<file path="config.mk">
export PLATFORM = sky130hd
export DESIGN_NAME = mult_op_sequencer
export DESIGN_NICKNAME = d
export VERILOG_FILES = /design/src/rtl/mult_op_sequencer_pkg.sv /design/src/rtl/mult_op_sequencer_fifo.sv /design/src/rtl/mult_op_sequencer.sv
export SDC_FILE = /design/constraint.sdc
export NUM_CORES = 1
export LEC_CHECK = 0
export CORE_MARGIN = 1
export CORE_UTILIZATION = 52
export DETAILED_ROUTE_END_ITERATION = 10
export PLACE_DENSITY = 0.79
export RECOVER_POWER = 50
export SYNTH_ARGS = -nofsm -noshare
export SYNTH_HDL_FRONTEND = slang
export SYNTH_SLANG_ARGS = --single-unit
</file>
<file path="constraint.sdc">
create_clock -name clk -period 3.3 [get_ports clk]
set_input_delay 0.66 -clock clk [delete_from_list [all_inputs] [get_ports clk]]
set_output_delay 0.66 -clock clk [all_outputs]
set_load 0.03 [all_outputs]
</file>
<file path="src/rtl/mult_op_sequencer_pkg.sv">
// Shared types and constants for the multiplier operand sequencer.
// State encoding, operand/product widths and the default multiplier latency.
package mult_op_sequencer_pkg;

  localparam int OP_W        = 8;
  localparam int PROD_W      = 16;
  localparam int DEF_MUL_LAT = 10;

  localparam logic [1:0] S_IDLE  = 2'd0;
  localparam logic [1:0] S_START = 2'd1;
  localparam logic [1:0] S_WAIT  = 2'd2;
  localparam logic [1:0] S_DONE  = 2'd3;

  typedef struct packed {
    logic [OP_W-1:0] a;
    logic [OP_W-1:0] b;
  } op_pair_t;

  function automatic op_pair_t pack_ops(
    input logic [OP_W-1:0] a,
    input logic [OP_W-1:0] b
  );
    op_pair_t p;
    p.a = a;
    p.b = b;
    return p;
  endfunction

endpackage

</file>
<file path="src/rtl/mult_op_sequencer_fifo.sv">
// Operand-pair FIFO: DEPTH entries, synchronous push/pop, show-ahead head.
// A push is refused while full even when a pop lands in the same cycle.
module op_fifo
  import mult_op_sequencer_pkg::*;
#(
  parameter int DEPTH = 4
) (
  input  logic     clk,
  input  logic     rst,
  input  logic     push,
  input  logic     pop,
  input  op_pair_t din,
  output op_pair_t dout,
  output logic     full,
  output logic     empty
);

  localparam int AW = (DEPTH > 1) ? $clog2(DEPTH) : 1;

  op_pair_t        mem [DEPTH];
  logic [AW-1:0]   wr_ptr;
  logic [AW-1:0]   rd_ptr;
  logic [AW:0]     count;
  logic            do_push;
  logic            do_pop;

  assign full    = (count == (AW+1)'(DEPTH));
  assign empty   = (count == '0);
  assign do_push = push && !full;
  assign do_pop  = pop && !empty;
  assign dout    = mem[rd_ptr];

  always_ff @(posedge clk) begin
    if (do_push) begin
      mem[wr_ptr] <= din;
    end
  end

  always_ff @(posedge clk or negedge rst) begin
    if (!rst) begin
      wr_ptr <= '0;
      rd_ptr <= '0;
      count  <= '0;
    end else begin
      if (do_push) begin
        wr_ptr <= wr_ptr + AW'(1);
      end
      if (do_pop) begin
        rd_ptr <= rd_ptr + AW'(1);
      end
      case ({do_push, do_pop})
        2'b10:   count <= count + (AW+1)'(1);
        2'b01:   count <= count - (AW+1)'(1);
        default: count <= count;
      endcase
    end
  end

endmodule

</file>
<file path="src/rtl/mult_op_sequencer.sv">
// Feeds queued operand pairs to the sequential multiplier one job at a time
// and hands each captured product downstream over valid/ready.
module mult_op_sequencer
  import mult_op_sequencer_pkg::*;
#(
  parameter int DEPTH   = 4,
  parameter int MUL_LAT = DEF_MUL_LAT
) (
  input  logic              clk,
  input  logic              rst,
  input  logic              in_valid,
  output logic              in_ready,
  input  logic [OP_W-1:0]   in_a,
  input  logic [OP_W-1:0]   in_b,
  output logic [OP_W-1:0]   mul_a,
  output logic [OP_W-1:0]   mul_b,
  output logic              mul_start,
  input  logic [PROD_W-1:0] mul_c,
  input  logic              mul_neg,
  output logic              out_valid,
  input  logic              out_ready,
  output logic [PROD_W-1:0] out_c,
  output logic              out_neg,
  output logic              busy,
  output logic [7:0]        done_cnt
);

  localparam int CW = (MUL_LAT > 1) ? $clog2(MUL_LAT) : 1;

  logic [1:0]    state;
  logic [CW-1:0] cnt;
  logic          fifo_full;
  logic          fifo_empty;
  logic          push;
  logic          pop;
  op_pair_t      head;

  assign in_ready = !fifo_full;
  assign push     = in_valid && in_ready;
  assign pop      = (state == S_IDLE) && !fifo_empty;
  assign busy     = (state != S_IDLE);

  op_fifo #(
    .DEPTH (DEPTH)
  ) u_fifo (
    .clk   (clk),
    .rst   (rst),
    .push  (push),
    .pop   (pop),
    .din   (pack_ops(in_a, in_b)),
    .dout  (head),
    .full  (fifo_full),
    .empty (fifo_empty)
  );

  // mul_start is registered so the restart pulse covers exactly the START cycle
  always_ff @(posedge clk or negedge rst) begin
    if (!rst) begin
      state     <= S_IDLE;
      cnt       <= '0;
      mul_a     <= '0;
      mul_b     <= '0;
      mul_start <= 1'b0;
      out_valid <= 1'b0;
      out_c     <= '0;
      out_neg   <= 1'b0;
      done_cnt  <= '0;
    end else begin
      mul_start <= 1'b0;
      unique case (state)
        S_IDLE: begin
          if (!fifo_empty) begin
            mul_a     <= head.a;
            mul_b     <= head.b;
            mul_start <= 1'b1;
            state     <= S_START;
          end
        end
        S_START: begin
          cnt   <= CW'(MUL_LAT - 1);
          state <= S_WAIT;
        end
        S_WAIT: begin
          if (cnt == '0) begin
            out_c     <= mul_c;
            out_neg   <= mul_neg;
            out_valid <= 1'b1;
            state     <= S_DONE;
          end else begin
            cnt <= cnt - CW'(1);
          end
        end
        S_DONE: begin
          if (out_ready) begin
            out_valid <= 1'b0;
            done_cnt  <= done_cnt + 8'd1;
            state     <= S_IDLE;
          end
        end
        default: state <= S_IDLE;
      endcase
    end
  end

endmodule

</file>
== Word level (Yosys, flattened, before mapping) ==
Memory sizes are Yosys's and may differ from the RTL's. A register that Yosys moved wholly into a read port is not among the register bits.
Cells that the tools add are included.

* Equality and inequality tests: 10
* Multipliers: 0
* $lt $le $gt $ge: 0
* Div/mod/pow operators: 0
* Bitwise gates (word level): 1
* Add/sub/neg operators: 6
* Shift-type cells: 0
* Muxes and demuxes: 14
* Reduce and logical (&&, ||, !) cells: 20

{| class="wikitable"
|+ Operator list
! cell !! count
|-
| $add 8x1->8 const B || 1
|-
| $ne 2x2->1 const B || 4
|-
| $pmux 2 s4 || 1
|-
| $pmux 4 s2 || 1
|-
| $reduce_and 2->1 || 4
|-
| $reduce_bool 2->1 || 4
|-
| $eq 2x2->1 const B || 3
|-
| $mux 1 || 6
|-
| $mux 2 || 3
|-
| $pmux 3 s2 || 1
|-
| $reduce_and 3->1 || 2
|-
| $add 2x1->2 const B || 2
|-
| $eq 2x1->1 const B || 2
|-
| $logic_and 1x1->1 || 4
|-
| $logic_not 4->1 || 1
|-
| $mux 4 || 1
|-
| $sub 4x1->4 const B || 1
|-
| $add 3x1->3 const B || 1
|-
| $eq 3x3->1 const B || 1
|-
| $logic_not 1->1 || 3
|-
| $logic_not 3->1 || 1
|-
| $sub 3x1->3 const B || 1
|-
| $logic_not 2->1 || 1
|-
| $pmux 1 s2 || 1
|-
| $not 1->1 || 1
|}

* ROM bits: 0
* Latch bits: 0
* Bits in registers: 40
* Memory bits (writable): 64
* Logic and storage cells: 62
* Memories kept: 1
* Output and inout bits: 45

{| class="wikitable"
|+ Memory list
! name !! depth !! width !! rd ports !! clocked after Yosys merged registers in !! write ports !! RTL line !! source
|-
| u_fifo.mem || 4 || 16 || 1 || 1 || 1 || mult_op_sequencer_fifo.sv:20 || <nowiki>op_pair_t mem [DEPTH];</nowiki>
|}

== Longest topological paths before layout ==
* Word-level depth: 6
* Gate-level depth with buffers: 11
* Mapped depth without buffers: 10

== By module ==
Synthesis repeated with hierarchy kept, for this count alone.

* Cells, all modules: 266
* Area, all modules: 4819.6 um^2

{| class="wikitable"
|+ By module, submodules not included
! module !! sequential area each (um^2) !! times used !! area each (um^2) !! cells an instance
|-
| op_fifo || 2097.0 || 1 || 2775.2 || 121
|-
| mult_op_sequencer || 1226.2 || 1 || 2044.5 || 145
|}

== Least setup slack after synthesis ==
OpenSTA, ideal clock, no wires.

* Kind: reg-to-reg
* Start point: register state[0]
* End point: register u_fifo.count[2]
* Period minus slack after synthesis: 2.342 ns
* Library setup time: 0.079 ns
* Buffers on the path: 1
* Data arrival time: 2.263 ns
* Required time: 3.221 ns
* Cell stages (with the launch flop): 12
* Path slack: 0.958 ns
* Path through: dfrtp_1 > inv_1 > ha_1 > o31ai_4 > inv_2 > clkbuf_1 > ha_1 > inv_1 > fa_1 > xor2_1 > nor2_1 > xor2_1

* Cells in the longest elaborated chain, start to end: 5
* Elaborated cells between the ends (all ways): 7
* Those cells by class: 2 x eq/ne; 1 x mux; 4 x reduce/logical

{| class="wikitable"
|+ Ends and longest elaborated chain
! item !! RTL line !! source
|-
| from (decl) || mult_op_sequencer.sv:30 || <nowiki>logic [1:0] state;</nowiki>
|-
| from (signal assigned) || mult_op_sequencer.sv:59 || <nowiki>state <= S_IDLE;</nowiki>
|-
| from (signal assigned) || mult_op_sequencer.sv:76 || <nowiki>state <= S_START;</nowiki>
|-
| from (signal assigned) || mult_op_sequencer.sv:81 || <nowiki>state <= S_WAIT;</nowiki>
|-
| $logic_not 2->1 (*) || mult_op_sequencer.sv:40 || <nowiki>assign pop = (state == S_IDLE) && !fifo_empty;</nowiki>
|-
| $logic_and 1x1->1 (*) || mult_op_sequencer.sv:40 ||
|-
| net pop || mult_op_sequencer.sv:35 || <nowiki>logic pop;</nowiki>
|-
| $logic_and 1x1->1 (*) || mult_op_sequencer_fifo.sv:30 || <nowiki>assign do_pop = pop && !empty;</nowiki>
|-
| $eq 2x1->1 / $eq 2x2->1 (equally long branches) || mult_op_sequencer_fifo.sv:51 || <nowiki>case ({do_push, do_pop})</nowiki>
|-
| $pmux 3 s2 / $reduce_bool 2->1 (equally long branches) || n/a ||
|-
| to (signal assigned) || mult_op_sequencer_fifo.sv:52 || <nowiki>2'b10: count <= count + (AW+1)'(1);</nowiki>
|-
| to (signal assigned) || mult_op_sequencer_fifo.sv:53 || <nowiki>2'b01: count <= count - (AW+1)'(1);</nowiki>
|-
| to (signal assigned) || mult_op_sequencer_fifo.sv:54 || <nowiki>default: count <= count;</nowiki>
|-
| to (decl) || mult_op_sequencer_fifo.sv:23 || <nowiki>logic [AW:0] count;</nowiki>
|}

Mark *: on every way through the listed nets, which the timed path passes. The rest lies on a longest branch.
A chain may end at the register's enable or synchronous reset.

== Final worst setup path ==
* Start point: register u_fifo.count[1]
* End point: output port in_ready

* Cells in the longest elaborated chain, start to end: 2

{| class="wikitable"
|+ Ends and longest elaborated chain
! item !! RTL line !! source
|-
| $eq 3x3->1 || mult_op_sequencer_fifo.sv:27 || <nowiki>assign full = (count == (AW+1)'(DEPTH));</nowiki>
|-
| $logic_not 1->1 || mult_op_sequencer.sv:38 || <nowiki>assign in_ready = !fifo_full;</nowiki>
|-
| to (decl) || mult_op_sequencer.sv:12 || <nowiki>output logic in_ready,</nowiki>
|}

Every way passes these cells.

==> impl_metrics.yaml <==
run_status:
  status: "complete, but fails checks"
  violations: "DRC"
die:
  ios: 82
  die_area_sq_um: 9550
  core-area_sq_um: 8810
  die_y_microns: 97.7
  die_w_microns: 97.7
  fp-row-count: 34
  initial_utilization_pct: 54.1
sta:
  max_freq_ghz: 0.368
  maxSlewViolCount: 0
  max_slew_margin_pct: 30.3
  tightest_slew_ns: 1.04
  setup_tns_ns: 0
  hold_violations: 0
  clock_skew_ns: 0.00935
  setup_viol_count_final: 0
  rsz0062_at_grt: "no"
  period_share_pct: 82.3
  period_needed_ns: 2.72
  holdWs_ns: 0.314
clock_network:
  tritoncts: "yes"
  hold_buffers: 0
  clock_latency_ns: 0.51
  h-tree-depth: 4
  cts_root_buffer: "clkbuf_8"
  cts_made_buffers: 17
  post_cts_resized: 0
  cts_max_path_buffers: 2
  cts_setup_buffers: 0
  clk_pin_slew_worst_paths_ns: 0.06
  clock-sinks: 120
setup_path:
  r2r_setup_slack_ns: 0.62
  startpoint: "u_fifo.count[1]"
  critPathMaxFanout: 6
  cp-end-kind: "output pin"
  path_class: "flop to output pin"
  crit_family: "buffers and inverters"
  slowest_delay_ns: 0.62
  start_kind: "flop"
  path_buf_inv: 1
  r2r-start: "u_fifo.count[1]"
  cp.arrival_ns: 2.06
  cp_cell_sequence: "or3b_1 > clkdlybuf4s50_1"
  crit_required_ns: 2.64
  critPathSlowestCell: "clkdlybuf4s50_1"
yosys:
  syn_avg_cell_area_sq_um: 16.0
  ys_warn_count: 0
  ys.flop_type: "edfxtp_1"
  syn_area_sq_um: 4760
  synthTopCellsByArea: "edfxtp_1, dfrtp_1, mux4_2, mux2_2, nand2_1"
  synth_edf_count: 64
  yosysTopAreaCellShare_pct: 40.3
  synth_top_area_cell: "edfxtp_1"
  synth.distinct_cells: 38
  synth_fp_nets: 346
  synthArstFlopShare_pct: 46.7
  ys_seq_area_share_pct: 69.8
  syn_inst: 297
  ys_ff_latch: 120
layout:
  fin_nets: 440
  final_cell_mix: "clkdlybuf4s50_1, edfxtp_1, nand2_1"
  diodes: 0
  syn_to_final_growth_pct: 31.9
  drive_gt1_share_pct: 19.3
global_route:
  grt_pass1_vias: 2832
  antenna_found_initial: 0
  grt_pass1_wl_microns: 14400
  grt_overflow: 0
  grt_usage_pct: 20.4
  grt_max_degree: 39
detailed_routing:
  routed.top_layer: "met4"
  first_iter_violations: 136
  drt-vias-per-instance: 5.35
  m1WireLength_microns: 3700
  wl_per_cell_microns: 17.4
  drc: 18
  antenna_left: 0
  wl_met3_microns: 535
  drt-total-wl_microns: 8910
  wl_met2_microns: 4610
  dr.pass1.iters: 9
  vias: 2739
power_and_ir_drop:
  p_leak_nw: 2.55
  ir_drop_uv: 519
  p_per_area_nw_per_um2: 1030
placed_design:
  gp_congestion: 0.741
  portBuffers: 81
  place_hpwl_microns: 5630
worst_hold_path:
  hp-class: "primary input to asynchronous set/reset pin"
job:
  cap_violations: 0
==> per-layer routing <==
metal  vias to the layer above  track usage [%]
li1                       1257                -
met1                      1378             26.0
met2                       100             33.1
met3                         4             6.33
met4                         0             7.58
met5                         -                0
==> logic make-up (layout without fill, tap and decap cells) <==
logic type / Yosys count / count (layout) / synth area share, %
xor+xnor: 13 / 13 / 2.39
compound gates: 9 / 9 / 1.60
fa+ha+maj: 12 / 12 / 3.31
mux: 38 / 38 / 12.8
flops: 120 / 120 / 69.8
buf+inv: 23 / 130 / 2.15
simple gates: 82 / 82 / 7.96
==> stage by stage <==
step | power [W] | std cells | worst slack, ns | utilization [%] | area, sq um
CTS | 0.00654 | 512 | 0.561 | 71.5 | 6290
finish | 0.00646 | 512 | 0.584 | 71.3 | 6280
global route | 0.00678 | 512 | 0.456 | 71.3 | 6280
floorplan | 0.00382 | 297 | 0.958 | - | 4760
global placement | 0.00456 | 480 | 0.700 | 64.6 | 5690
detailed placement | 0.00465 | 480 | 0.589 | 64.6 | 5690
==> state kept, by name (all words and copies together) (netlist names) <==
| register | flops |
|---|---|
| mul_a | 8 |
| state | 2 |
| mul_b | 8 |
| u_fifo.rd_ptr | 2 |
| u_fifo.mem | 64 |
| out_c | 16 |
| done_cnt | 8 |
| mul_start | 1 |
| out_valid | 1 |
| cnt | 4 |
| out_neg | 1 |
| u_fifo.wr_ptr | 2 |
| u_fifo.count | 3 |
==> synth_stat cells, types with 2 or more instances <==
| library cell | number |
|---|---|
| xnor2_1 | 9 |
| a21oi_1 | 2 |
| o21ai_0 | 2 |
| nor3_1 | 2 |
| xor2_1 | 4 |
| dfrtp_1 | 56 |
| and3_2 | 4 |
| and3_1 | 2 |
| inv_1 | 13 |
| nand3_1 | 2 |
| ha_1 | 11 |
| edfxtp_1 | 64 |
| buf_4 | 3 |
| nor2_1 | 2 |
| buf_2 | 4 |
| mux4_2 | 16 |
| clkbuf_1 | 2 |
| nand2_1 | 60 |
| mux2_2 | 20 |
==> area by class of cell <==
cell class	count	area [sq um]
Sequential cell	120	3320
Timing Repair Buffer	84	825
Multi-Input combinational cell	154	1350
Fill cell	567	2520
Tap cell	108	135
Clock buffer	17	414
Inverter	14	52.6
Clock inverter	15	186
==> worst paths after layout <==
kind	to	cells after the start
max	in_ready	2
min	out_c[13]	1
max reg2reg	u_fifo.count[2]	8
min reg2reg	done_cnt[7]	1
max in group asynchronous	u_fifo.wr_ptr[0]	2
min in group clk	done_cnt[7]	1
==> report_power, final <==
part / leakage [nW] / switching (W) / total, W / internal (W)
clock: 0.295 / 0.000696 / 0.00186 / 0.00117
combinational: 0.965 / 0.00123 / 0.00224 / 0.00101
sequential: 1.29 / 0.000300 / 0.00236 / 0.00206
total: 2.55 / 0.00223 / 0.00646 / 0.00424
Note: power is estimated with default switching activity, not from simulation.
